File: src/rtl/mul_pkg.sv
// Shared types and sizing helpers for the sequential radix-4 Booth multiplier.
package mul_pkg;

    localparam int MUL_WIDTH = 32;

    typedef enum logic [1:0] {
        IDLE,
        RUN,
        DONE
    } mul_state_e;

    typedef enum logic [2:0] {
        ZERO,
        PM1,
        PM2,
        NM1,
        NM2
    } booth_digit_e;

    // Each RUN cycle retires two multiplier bits.
    function automatic int iter_count(input int width);
        return width / 2;
    endfunction

    function automatic int counter_width(input int width);
        return $clog2(width / 2 + 1);
    endfunction

    localparam int MUL_ITERS = iter_count(MUL_WIDTH);
    localparam int MUL_CNT_W = counter_width(MUL_WIDTH);

endpackage

File: src/rtl/booth_r4_enc.sv
// Radix-4 Booth recoder: 3-bit window {b[i+1], b[i], b[i-1]} to digit select flags.
module booth_r4_enc
    import mul_pkg::*;
(
    input  logic [2:0] window_i,
    output logic       neg_o,
    output logic       dbl_o,
    output logic       zero_o
);

    booth_digit_e digit;

    always_comb begin
        case (window_i)
            3'b001, 3'b010: digit = PM1;
            3'b011:         digit = PM2;
            3'b100:         digit = NM2;
            3'b101, 3'b110: digit = NM1;
            default:        digit = ZERO;
        endcase
        neg_o  = (digit == NM1) || (digit == NM2);
        dbl_o  = (digit == PM2) || (digit == NM2);
        zero_o = (digit == ZERO);
    end

endmodule

File: src/rtl/booth_multiplier.sv
// Sequential signed WIDTHxWIDTH radix-4 Booth multiplier with start/done handshake; Z = {HI, LO}.
// Optional early termination on an exhausted multiplier: define BOOTH_EARLY_TERM_EN.
module booth_multiplier
    import mul_pkg::*;
#(
    parameter int WIDTH = MUL_WIDTH
) (
    input  logic               clk,
    input  logic               clr,
    input  logic               start,
    input  logic [WIDTH-1:0]   A,
    input  logic [WIDTH-1:0]   B,
    output logic               busy,
    output logic               done,
    output logic [2*WIDTH-1:0] Z
);

    localparam int ITERS = iter_count(WIDTH);
    localparam int CNT_W = counter_width(WIDTH);
    localparam int PW    = WIDTH + 2;          // P_hi width, absorbs 2*(-2^(WIDTH-1))
    localparam int AW    = PW + WIDTH + 1;     // {P_hi, P_lo, q_-1}

    mul_state_e         state_q, state_d;
    logic [PW-1:0]      m_q, m_d;
    logic [PW-1:0]      p_hi_q, p_hi_d;
    logic [WIDTH-1:0]   p_lo_q, p_lo_d;
    logic               qm1_q, qm1_d;
    logic [CNT_W-1:0]   cnt_q, cnt_d;
    logic [2*WIDTH-1:0] z_q, z_d;

    logic               enc_neg, enc_dbl, enc_zero;
    logic [PW-1:0]      mag, addend, sum;
    logic [AW-1:0]      acc_step;

    booth_r4_enc u_enc (
        .window_i ({p_lo_q[1:0], qm1_q}),
        .neg_o    (enc_neg),
        .dbl_o    (enc_dbl),
        .zero_o   (enc_zero)
    );

    always_comb begin
        mag      = enc_dbl ? {m_q[PW-2:0], 1'b0} : m_q;
        addend   = enc_zero ? '0 : (enc_neg ? (~mag + PW'(1)) : mag);
        sum      = p_hi_q + addend;
        acc_step = {{2{sum[PW-1]}}, sum, p_lo_q[WIDTH-1:1]};
    end

`ifdef BOOTH_EARLY_TERM_EN
    localparam int SH_W = $clog2(WIDTH + 1);

    logic            et_hit;
    logic [SH_W-1:0] rem;
    logic [AW-1:0]   acc_et;

    // Unconsumed multiplier bits sit in P_lo[WIDTH-1-2*cnt:0]; if they all match
    // q_-1 every remaining digit is zero and only the final sign-extension remains.
    always_comb begin
        et_hit = 1'b1;
        for (int i = 0; i < WIDTH; i++) begin
            if ((i < WIDTH - 2 * int'(cnt_q)) && (p_lo_q[i] != qm1_q)) begin
                et_hit = 1'b0;
            end
        end
        rem    = SH_W'(WIDTH - 2 * int'(cnt_q));
        acc_et = AW'($signed({p_hi_q, p_lo_q, qm1_q}) >>> rem);
    end
`endif

    // NOTE: every output of this block is given a default first, so no latch is inferred.
    always_comb begin
        state_d = state_q;
        m_d     = m_q;
        p_hi_d  = p_hi_q;
        p_lo_d  = p_lo_q;
        qm1_d   = qm1_q;
        cnt_d   = cnt_q;
        z_d     = z_q;

        case (state_q)
            IDLE, DONE: begin
                if (start) begin
                    state_d = RUN;
                    m_d     = {{2{A[WIDTH-1]}}, A};
                    p_hi_d  = '0;
                    p_lo_d  = B;
                    qm1_d   = 1'b0;
                    cnt_d   = '0;
                end else begin
                    state_d = IDLE;
                end
            end
            RUN: begin
`ifdef BOOTH_EARLY_TERM_EN
                if (et_hit) begin
                    {p_hi_d, p_lo_d, qm1_d} = acc_et;
                    state_d                 = DONE;
                end else begin
                    {p_hi_d, p_lo_d, qm1_d} = acc_step;
                    cnt_d                   = cnt_q + CNT_W'(1);
                    if (cnt_q == CNT_W'(ITERS - 1)) begin
                        state_d = DONE;
                    end
                end
`else
                {p_hi_d, p_lo_d, qm1_d} = acc_step;
                cnt_d                   = cnt_q + CNT_W'(1);
                if (cnt_q == CNT_W'(ITERS - 1)) begin
                    state_d = DONE;
                end
`endif
            end
            default: state_d = IDLE;
        endcase

        // Z only changes on entry to DONE and holds through IDLE.
        if ((state_q == RUN) && (state_d == DONE)) begin
            z_d = {p_hi_d[WIDTH-1:0], p_lo_d};
        end
    end

    // NOTE: sequential state uses non-blocking assignments so every register samples pre-edge values.
    always_ff @(posedge clk) begin
        if (clr) begin
            state_q <= IDLE;
            m_q     <= '0;
            p_hi_q  <= '0;
            p_lo_q  <= '0;
            qm1_q   <= 1'b0;
            cnt_q   <= '0;
            z_q     <= '0;
        end else begin
            state_q <= state_d;
            m_q     <= m_d;
            p_hi_q  <= p_hi_d;
            p_lo_q  <= p_lo_d;
            qm1_q   <= qm1_d;
            cnt_q   <= cnt_d;
            z_q     <= z_d;
        end
    end

    assign busy = (state_q == RUN);
    assign done = (state_q == DONE);
    assign Z    = z_q;

endmodule

File: config.mk
export PLATFORM = sky130hd
export DESIGN_NAME = booth_multiplier
export DESIGN_NICKNAME = d
export VERILOG_FILES = /design/src/rtl/mul_pkg.sv /design/src/rtl/booth_r4_enc.sv /design/src/rtl/booth_multiplier.sv
export SDC_FILE = /design/constraint.sdc
export NUM_CORES = 1
export LEC_CHECK = 0
export BUFFER_PORTS_ARGS = -buffer_cell sky130_fd_sc_hd__buf_2
export CAP_MARGIN = 20
export CORE_AREA = 2 2 130 195
export DETAILED_ROUTE_END_ITERATION = 8
export DIE_AREA = 0 0 132 197
export GPL_TIMING_DRIVEN = 1
export PLACE_DENSITY = 0.56
export SLEW_MARGIN = 20
export SYNTH_ARGS = -nofsm -noshare
export SYNTH_HDL_FRONTEND = slang
export SYNTH_HIERARCHICAL = 1
export SYNTH_SLANG_ARGS = --single-unit
export TNS_END_PERCENT = 100
File: constraint.sdc
create_clock -name clk -period 6.04 [get_ports clk]
set_clock_uncertainty 0.1 [all_clocks]
set_input_delay 0.604 -clock clk [delete_from_list [all_inputs] [get_ports clk]]
set_output_delay 0.604 -clock clk [all_outputs]
set_load 0.005 [all_outputs]
Yosys cells after proc, flatten, opt, wreduce, memory -nomap -nowiden
Index checks and enable logic that the tools add are counted.
W data, S select, Z words.
{"block": "word_totals", "out_inout_bits": 66, "word_cells": 52, "register_bits": 170, "inputBits": 67}
{"block": "op_classes", "add_sub_neg": 3, "muxes": 15, "eq_ne": 14, "n_reduce_logical": 11, "n_bitwise": 1}
{"cell": "$mux W34", "n": 3}
{"cell": "$pmux W34 S2", "n": 1}
{"cell": "$mux W32", "n": 2}
{"cell": "$pmux W32 S2", "n": 1}
{"cell": "$add A34 B1 Y34 const B", "n": 1}
{"cell": "$add A34 B34 Y34", "n": 1}
{"cell": "$not A34 Y34", "n": 1}
{"cell": "$eq A3 B2 Y1 const B", "n": 4}
{"cell": "$eq A3 B3 Y1 const B", "n": 4}
{"cell": "$pmux W3 S4", "n": 1}
{"cell": "$pmux W5 S2", "n": 1}
{"cell": "$reduce_or A2 Y1", "n": 3}
{"cell": "$add A5 B1 Y5 const B", "n": 1}
{"cell": "$eq A5 B4 Y1 const B", "n": 1}
{"cell": "$mux W5", "n": 1}
{"cell": "$eq A2 B2 Y1 const B", "n": 2}
{"cell": "$pmux W2 S2", "n": 1}
{"cell": "$reduce_and A2 Y1", "n": 2}
{"cell": "$eq A3 B1 Y1 const B", "n": 1}
{"cell": "$logic_not A3 Y1", "n": 1}
{"cell": "$eq A2 B1 Y1 const B", "n": 1}
{"cell": "$logic_not A2 Y1", "n": 1}
{"cell": "$logic_or A1 B1 Y1", "n": 2}
{"cell": "$mux W1", "n": 2}
{"cell": "other kinds (5)", "n": 5}

Logic depth before layout (Yosys ltp)
Gate-level depths: netlist of the first run.
{"block": "depth", "word_depth": 12, "depth_mapped": 24, "depth_no_buf": 19}

Hierarchy
Netlist of the first run, hierarchy kept.
{"module": "booth_multiplier", "instances": 1, "seq_area_each_um2": 3383.2, "cells_each": 1235, "area_each_um2": 9580.4}
{"module": "booth_r4_enc", "instances": 1, "seq_area_each_um2": 0.0, "cells_each": 6, "area_each_um2": 36.3}

Worst setup path before layout of the first run
No wires, ideal clock.
{"block": "synth_timing", "path_kind": "register -> register", "start": "register qm1_q", "end": "register z_q[58] (netlist: Z[58])", "n_path_buf": 5, "path_stages_with_launch": 23, "slack_ns": 0.776, "period_less_slack_ns": 5.264, "required_time_ns": 5.823, "setup_ns": 0.117, "arrival_ns": 5.047, "path_cell_list": "dfxtp_1 -> or2_1 -> mux2i_1 -> clkbuf_1 -> buf_2 -> buf_1 -> mux2i_1 -> ha_1 -> and4_1 -> and3_1 -> buf_2 -> nand4_1 -> a311o_1 -> a31oi_1 -> ha_1 -> clkbuf_1 -> a21oi_1 -> a21boi_0 -> a311o_1 -> nor2b_1 -> or2_2 -> or3_1 -> a32o_1"}
{"block": "synth_between", "elab_chain_len": 12, "word_cells_on_any_way": 22, "cone_classes": "add/sub: 2; eq/ne: 9; mux: 5; bitwise: 1; reduce/logical: 5"}
{"item": "start, declared", "line": "booth_multiplier.sv:27", "source": "logic qm1_q, qm1_d;"}
{"item": "start signal, assigned", "line": "booth_multiplier.sv:137", "source": "qm1_q <= qm1_d;"}
{"item": "$eq A3 B3 Y1, or another cell as far along", "line": "booth_r4_enc.sv:14", "source": "case (window_i)"}
{"item": "$reduce_or A2 Y1", "line": "booth_r4_enc.sv:14"}
{"item": "$pmux W3 S4 (*)", "line": "booth_r4_enc.sv:14"}
{"item": "$eq A3 B2 Y1 / $eq A3 B3 Y1 (equally long branches)", "line": "booth_r4_enc.sv:22", "source": "dbl_o = (digit == PM2) || (digit == NM2);"}
{"item": "$logic_or A1 B1 Y1 (*)", "line": "booth_r4_enc.sv:22"}
{"item": "via enc_dbl", "line": "booth_multiplier.sv:31", "source": "logic enc_neg, enc_dbl, enc_zero;"}
{"item": "$mux W32 (*)", "line": "booth_multiplier.sv:43", "source": "mag = enc_dbl ? {m_q[PW-2:0], 1'b0} : m_q;"}
{"item": "$not A34 Y34", "line": "booth_multiplier.sv:44", "source": "addend = enc_zero ? '0 : (enc_neg ? (~mag + PW'(1)) : mag);"}
{"item": "$add A34 B1 Y34", "line": "booth_multiplier.sv:44"}
{"item": "$mux W34 (*) (2 in series)", "line": "booth_multiplier.sv:44"}
{"item": "$add A34 B34 Y34 (*)", "line": "booth_multiplier.sv:45", "source": "sum = p_hi_q + addend;"}
{"item": "$pmux W34 S2 (*)", "line": "booth_multiplier.sv:80", "source": "case (state_q)"}
{"item": "end signal, assigned", "line": "booth_multiplier.sv:139", "source": "z_q <= z_d;"}
{"item": "end, declared", "line": "booth_multiplier.sv:29", "source": "logic [2*WIDTH-1:0] z_q, z_d;"}
The timed path passes the listed nets; every way through them passes the cells marked *.
A chain may end at the register's enable or synchronous reset.

Worst setup path after layout of the first run
{"block": "layout_timing", "start": "register qm1_q", "end": "register z_q[62] (netlist: Z[62])"}
The elaborated chain is that of the path after synthesis.

==> impl_metrics.toml, run 1 <==
[sta]
worstMarginPinSlew_ns = 1.05
setup_tns_ns = 0
maxSlewHeadroom_pct = 30.0
period_share_pct = 94.1
setup_viol = 0
post-route-worst-setup-slack_ns = 0.358
rsz0062_at_grt = "false"
clock.fmax_ghz = 0.176
hold_viol_final = 0
period_minus_slack_ns = 5.68
maxSlewViolCount = 0

[floorplan]
die_area_sq_um = 26000
core-area_sq_um = 24300
die_h_microns = 197
ios = 133
rows = 70
fp.dieW_microns = 132
floorplan.initialDensity_pct = 39.6

[synth]
synth-compound-area-share_pct = 28.1
synthAdderAreaFrac_pct = 4.89
synth_xor_area_share_pct = 4.01
synthCells = 1241
synthMuxAreaShare_pct = 1.59
synthSimpleGateAreaFrac_pct = 21.5
synthArstFlopShare_pct = 0
synth_top_family_by_area = "compound AO/OA/AOI/OAI gates"
synth_cell_type_count = 69
syn_nets = 1345
ys_seq_area_share_pct = 35.2
synthFlopType = "dfxtp_1"
synth_edf_count = 0
synth_seq_cells = 169
synth_warnings = 6
syn_area_per_cell_sq_um = 7.75
netlist_area_sq_um = 9620

[clock_tree]
cts_sinks = 169
cts_hold_buf = 0
clock_latency_ns = 0.44
path_clk_slew_ns = 0.07
htree_levels = 4
post_cts_buffers = 0
cts-root-buf = "clkbuf_16"
cts_buffers = 17
cts_max_path_buffers = 2
cts_tree = "built"
ctsResizeCount = 0

[routing]
wl_per_cell_microns = 17.2
drt_iter0_drc = 632
via_count = 9112
drt-total-wl_mm = 28.4
antenna_left = 0
dr.pass1.iters = 7
drc_errors = 0
via_per_inst = 5.54

[pwr]
powerDensity_nw_per_um2 = 253
power_leakage_nw = 4.41
vdd_drop_max_uv = 203

[critical_path]
cpPeakStageDelay_ns = 0.86
cpMaxStageDelayCell = "a2111oi_0"
crit_arrival_ns = 5.91
path_max_fanout = 21
end_kind = "flop"
crit_path_start = "qm1_q$_SDFFE_PP0P_"
cp.required_ns = 6.27
path_cells = "or2_1, mux2i_4, buf_4, nor2b_1, a211oi_1, and3_1, nand3_1, o211a_1, a31o_2, a2111oi_0, ha_1, nand4_1, o221ai_1, o21ai_0, a2111oi_0, o21ai_0, a32o_1"
critPathKind = "reg2reg"
crit_path_start_kind = "flop"
timing.rr.start = "qm1_q$_SDFFE_PP0P_"

[grt]
grt.overflow.total = 0
grt_pass1_wl_mm = 45.7
track_usage_pct = 21.8
grt_max_degree = 102
first_global_vias = 8762
antenna_found_initial = 0

[min_path]
hp-start = "A[7]"
hp-class = "in2reg"

[cells_and_area]
nets = 1414
n_antenna_cell = 0
drive_gt1_share_pct = 14.8
area_delta_synth_final_pct = 15.4
nFillCells = 2479

[placement]
hpwl_mm = 20.0
pre_cts_slack_ns = 0.447
gp_congestion = 0.895
portBuffers = 132

[run]
maxCapViolCount = 0

[status]
outcome = "finished, final reports clean"
final cells by class:
cell class / instances / area (sq um) / area share, %
clock buffers: 22 / 464 / 4.18
clock inverters: 9 / 163 / 1.47
inverters: 24 / 90.1 / 0.812
multi-input cells: 952 / 5830 / 52.5
flip-flops and latches: 169 / 3380 / 30.5
well taps: 324 / 405 / 3.65
repair buffers: 146 / 768 / 6.92
kinds of logic (layout without fill, tap and decap cells):
family	Yosys count	count (layout)
compound gates	409	409
xor+xnor	44	44
fa+ha+maj	37	37
buf+inv	120	201
flops	169	169
mux	15	15
simple gates	447	447
power breakdown:
| group | leakage (nW) | total (W) | internal, W | switching, W |
|---|---|---|---|---|
| Combinational | 2.74 | 0.000423 | 0.000155 | 0.000268 |
| Sequential | 1.37 | 0.00119 | 0.00115 | 0.0000381 |
| Clock | 0.301 | 0.00119 | 0.000717 | 0.000477 |
stage by stage:
stage	power [W]	hold WS, ns	cell area [sq um]	util (%)	std cells
floorplan	0.00151	0.332	9620	-	1241
global placement	0.00163	0.341	10500	43.2	1615
detailed placement	0.00163	0.343	10500	43.2	1615
CTS	0.00283	0.284	11100	45.8	1646
global route	0.00292	0.293	11100	45.8	1646
finish	0.00280	0.297	11100	45.8	1646
worst paths after layout:
check | to | slack (ns) | cells past startpoint
max | Z[62]$_SDFFE_PP0P_ | 0.36 | 17
min | m_q[7]$_SDFFE_PP0P_ | 0.30 | 3
max reg2reg | Z[62]$_SDFFE_PP0P_ | 0.36 | 17
min reg2reg | Z[32]$_SDFFE_PP0P_ | 0.35 | 2
metal layers:
| layer | wire length, microns | part of all wire (%) | global-route usage, % |
|---|---|---|---|
| met1 | 12500 | 44 | 26.4 |
| met4 | 489 | 1.7 | 7.00 |
| met5 | 0 | 0 | 0 |
| met3 | 1540 | 5.4 | 5.09 |
| met2 | 13800 | 49 | 37.9 |
Yosys cell counts, drive strengths merged, types with 15 or more instances:
cell type	n	area share, %
a22o	42	3.8
nor2b	17	1.1
o21ai	62	3.2
nand2	160	6.2
o21a	16	1.2
a22oi	15	1.2
xnor2	34	3.1
nor3	15	0.78
dfxtp	169	35
a21oi	128	6.7
buf	15	0.61
a211oi	61	4.8
nor2	154	6.0
clkbuf	81	3.2
ha	36	4.7
nand4	18	1.2
inv	23	0.90
worst max-delay path: cells and delay by family, from the launching register on:
kind | cells | cell delay [ns]
AO/OA/AOI/OAI | 9 | 3.01
adder cells (fa/ha/maj) | 1 | 0.33
buffers and inverters | 1 | 0.33
flip-flops | 1 | 0.33
multiplexers | 1 | 0.36
AND/OR/NAND/NOR | 5 | 1.09
layout by cell type, fill, tap and decap left out, drive strengths merged, types with 25 or more instances in the layout:
master,n
buf,146
a22o,42
nor2,154
xnor2,34
o21ai,62
ha,36
inv,25
a211oi,61
a21oi,128
nand2,160
dfxtp,169
sequential cells by signal, indices dropped and copies added, names as in the netlist:
name,count
p_hi_q,33
qm1_q,1
p_lo_q,32
cnt_q,5
Z,64
m_q,32
state_q,2
Power figures use the tool's default switching activity.
==> run 2: changes to the inputs <==
PLACE_DENSITY = 0.69   (was 0.56)
==> run 2 against run 1 <==
Non-clock buffer count did not move. Global-route usage up 0.068 points. Core utilization shrank 0.23 points. Critical path depth increased by 1. Setup slack better by 0.32 ns. Combinational power hardly changed. Register-to-register slack improved by 0.32 ns. Critical path type unchanged. Critical endpoint is now p_hi_q[27]$_SDFF_PP0_.
==> impl_metrics.toml, run 2 (same netlist as run 1, synthesis figures left out) <==
[status]
outcome = "finished, final reports clean"

[clock_tree]
htree_levels = 4
cts_tree = "built"
cts_sinks = 169
path_clk_slew_ns = 0.07
post_cts_buffers = 0
clock_latency_ns = 0.44
cts_max_path_buffers = 2
cts_buffers = 17
cts_hold_buf = 0
ctsResizeCount = 0
cts-root-buf = "clkbuf_16"

[cells_and_area]
final_common_cell = "dfxtp_1"
n_antenna_cell = 0
layout_common_cells = "dfxtp_1 (169), nand2_1 (160), nor2_1 (153)"
final_util_pct = 45.5
area_delta_synth_final_pct = 14.8
nets = 1414
fin_area_sq_um = 11000
drive_gt1_share_pct = 15.0
largest_reg_flops = 64

[routing]
via_count = 9292
drt-total-wl_mm = 28.4
drt_iter0_drc = 644
drc_errors = 0
wl_per_cell_microns = 17.3
antenna_left = 0
dr.pass1.iters = 5
via_per_inst = 5.64

[floorplan]
fp.dieW_microns = 132
die_area_sq_um = 26000
floorplan.initialDensity_pct = 39.6
ios = 133
die_h_microns = 197
core-area_sq_um = 24300
rows = 70

[grt]
grt_pass1_wl_mm = 45.9
antenna_found_initial = 0
grt_max_degree = 111
grt.overflow.total = 0
track_usage_pct = 21.8
first_global_vias = 9022

[placement]
gp_congestion = 0.948
hpwl_mm = 20.8
portBuffers = 132
dpl_cell_area_sq_um = 10500

[sta]
clock.fmax_ghz = 0.186
period_minus_slack_ns = 5.36
maxSlewHeadroom_pct = 30.9
whs_ns = 0.296
maxSlewViolCount = 0
rsz0062_at_grt = "false"
setup_tns_ns = 0
setup_viol = 0
worstMarginPinSlew_ns = 1.04
hold_viol_final = 0
period_share_pct = 88.8

[run]
maxCapViolCount = 0

[critical_path]
critPathKind = "reg2reg"
path_max_fanout = 12
cp.required_ns = 6.27
end_kind = "flop"
crit_path_start_kind = "flop"
crit_arrival_ns = 5.60

[pwr]
vdd_drop_max_uv = 202
power_leakage_nw = 4.40
powerDensity_nw_per_um2 = 244

[min_path]
hp-class = "in2reg"
[run 2: worst paths after layout]
kind	startpoint	endpoint	slack (ns)	cells after the start
worst max-delay path	p_lo_q[1]$_SDFF_PP0_	p_hi_q[27]$_SDFF_PP0_	0.68	18
worst min-delay path	A[4]	m_q[4]$_SDFFE_PP0P_	0.30	3
worst max register to register	p_lo_q[1]$_SDFF_PP0_	p_hi_q[27]$_SDFF_PP0_	0.68	18
worst min register to register	Z[36]$_SDFFE_PP0P_	Z[36]$_SDFFE_PP0P_	0.35	2
[run 2: report_power, final]
part | internal, W | leakage, nW | switching, W
logic | 0.000155 | 2.74 | 0.000266
clock network | 0.000580 | 0.281 | 0.000503
registers | 0.00115 | 1.37 | 0.0000413
total | 0.00188 | 4.40 | 0.000810
[run 2: cell type report]
type	instances	area, sq um
multi-input combinational	952	5820
tap	324	405
clock inverter	14	139
fill	2498	13200
clock buffer	18	429
sequential	169	3380
inverter	24	90.1
timing repair buffer	146	772
[run 2: critical path, stage by stage (launching register included)]
cell       delay (ns)
dfxtp_1          0.49
mux2i_4          0.54
mux2i_1          0.29
ha_1             0.19
and4_1           0.21
and3_1           0.38
nand3_1          0.12
o211a_1          0.14
a31o_2           0.20
a2111oi_0        0.45
ha_1             0.41
a21oi_1          0.24
o21ai_0          0.15
a2111oi_0        0.47
a211oi_1         0.16
buf_4            0.19
a21boi_0         0.22
xnor2_1          0.11
a22o_1           0.21
[run 2: per-stage QoR]
stage	setup slack [ns]	instances	total power (W)
after CTS	0.639	1647	0.00272
after floorplan	0.776	1241	0.00151
after global placement	0.819	1615	0.00163
after detailed placement	0.640	1615	0.00163
final	0.676	1647	0.00269
after global routing	0.0480	1647	0.00281
[run 2: routing by layer]
metal  part of all wire, %  vias to the layer above  global-route usage (%)
met3                   5.8                       54                    4.89
met1                    42                     4379                    25.1
li1                      -                     4596                       -
met2                    49                      263                    38.9
met5                     0                        -                       0
met4                   3.1                        0                    9.18
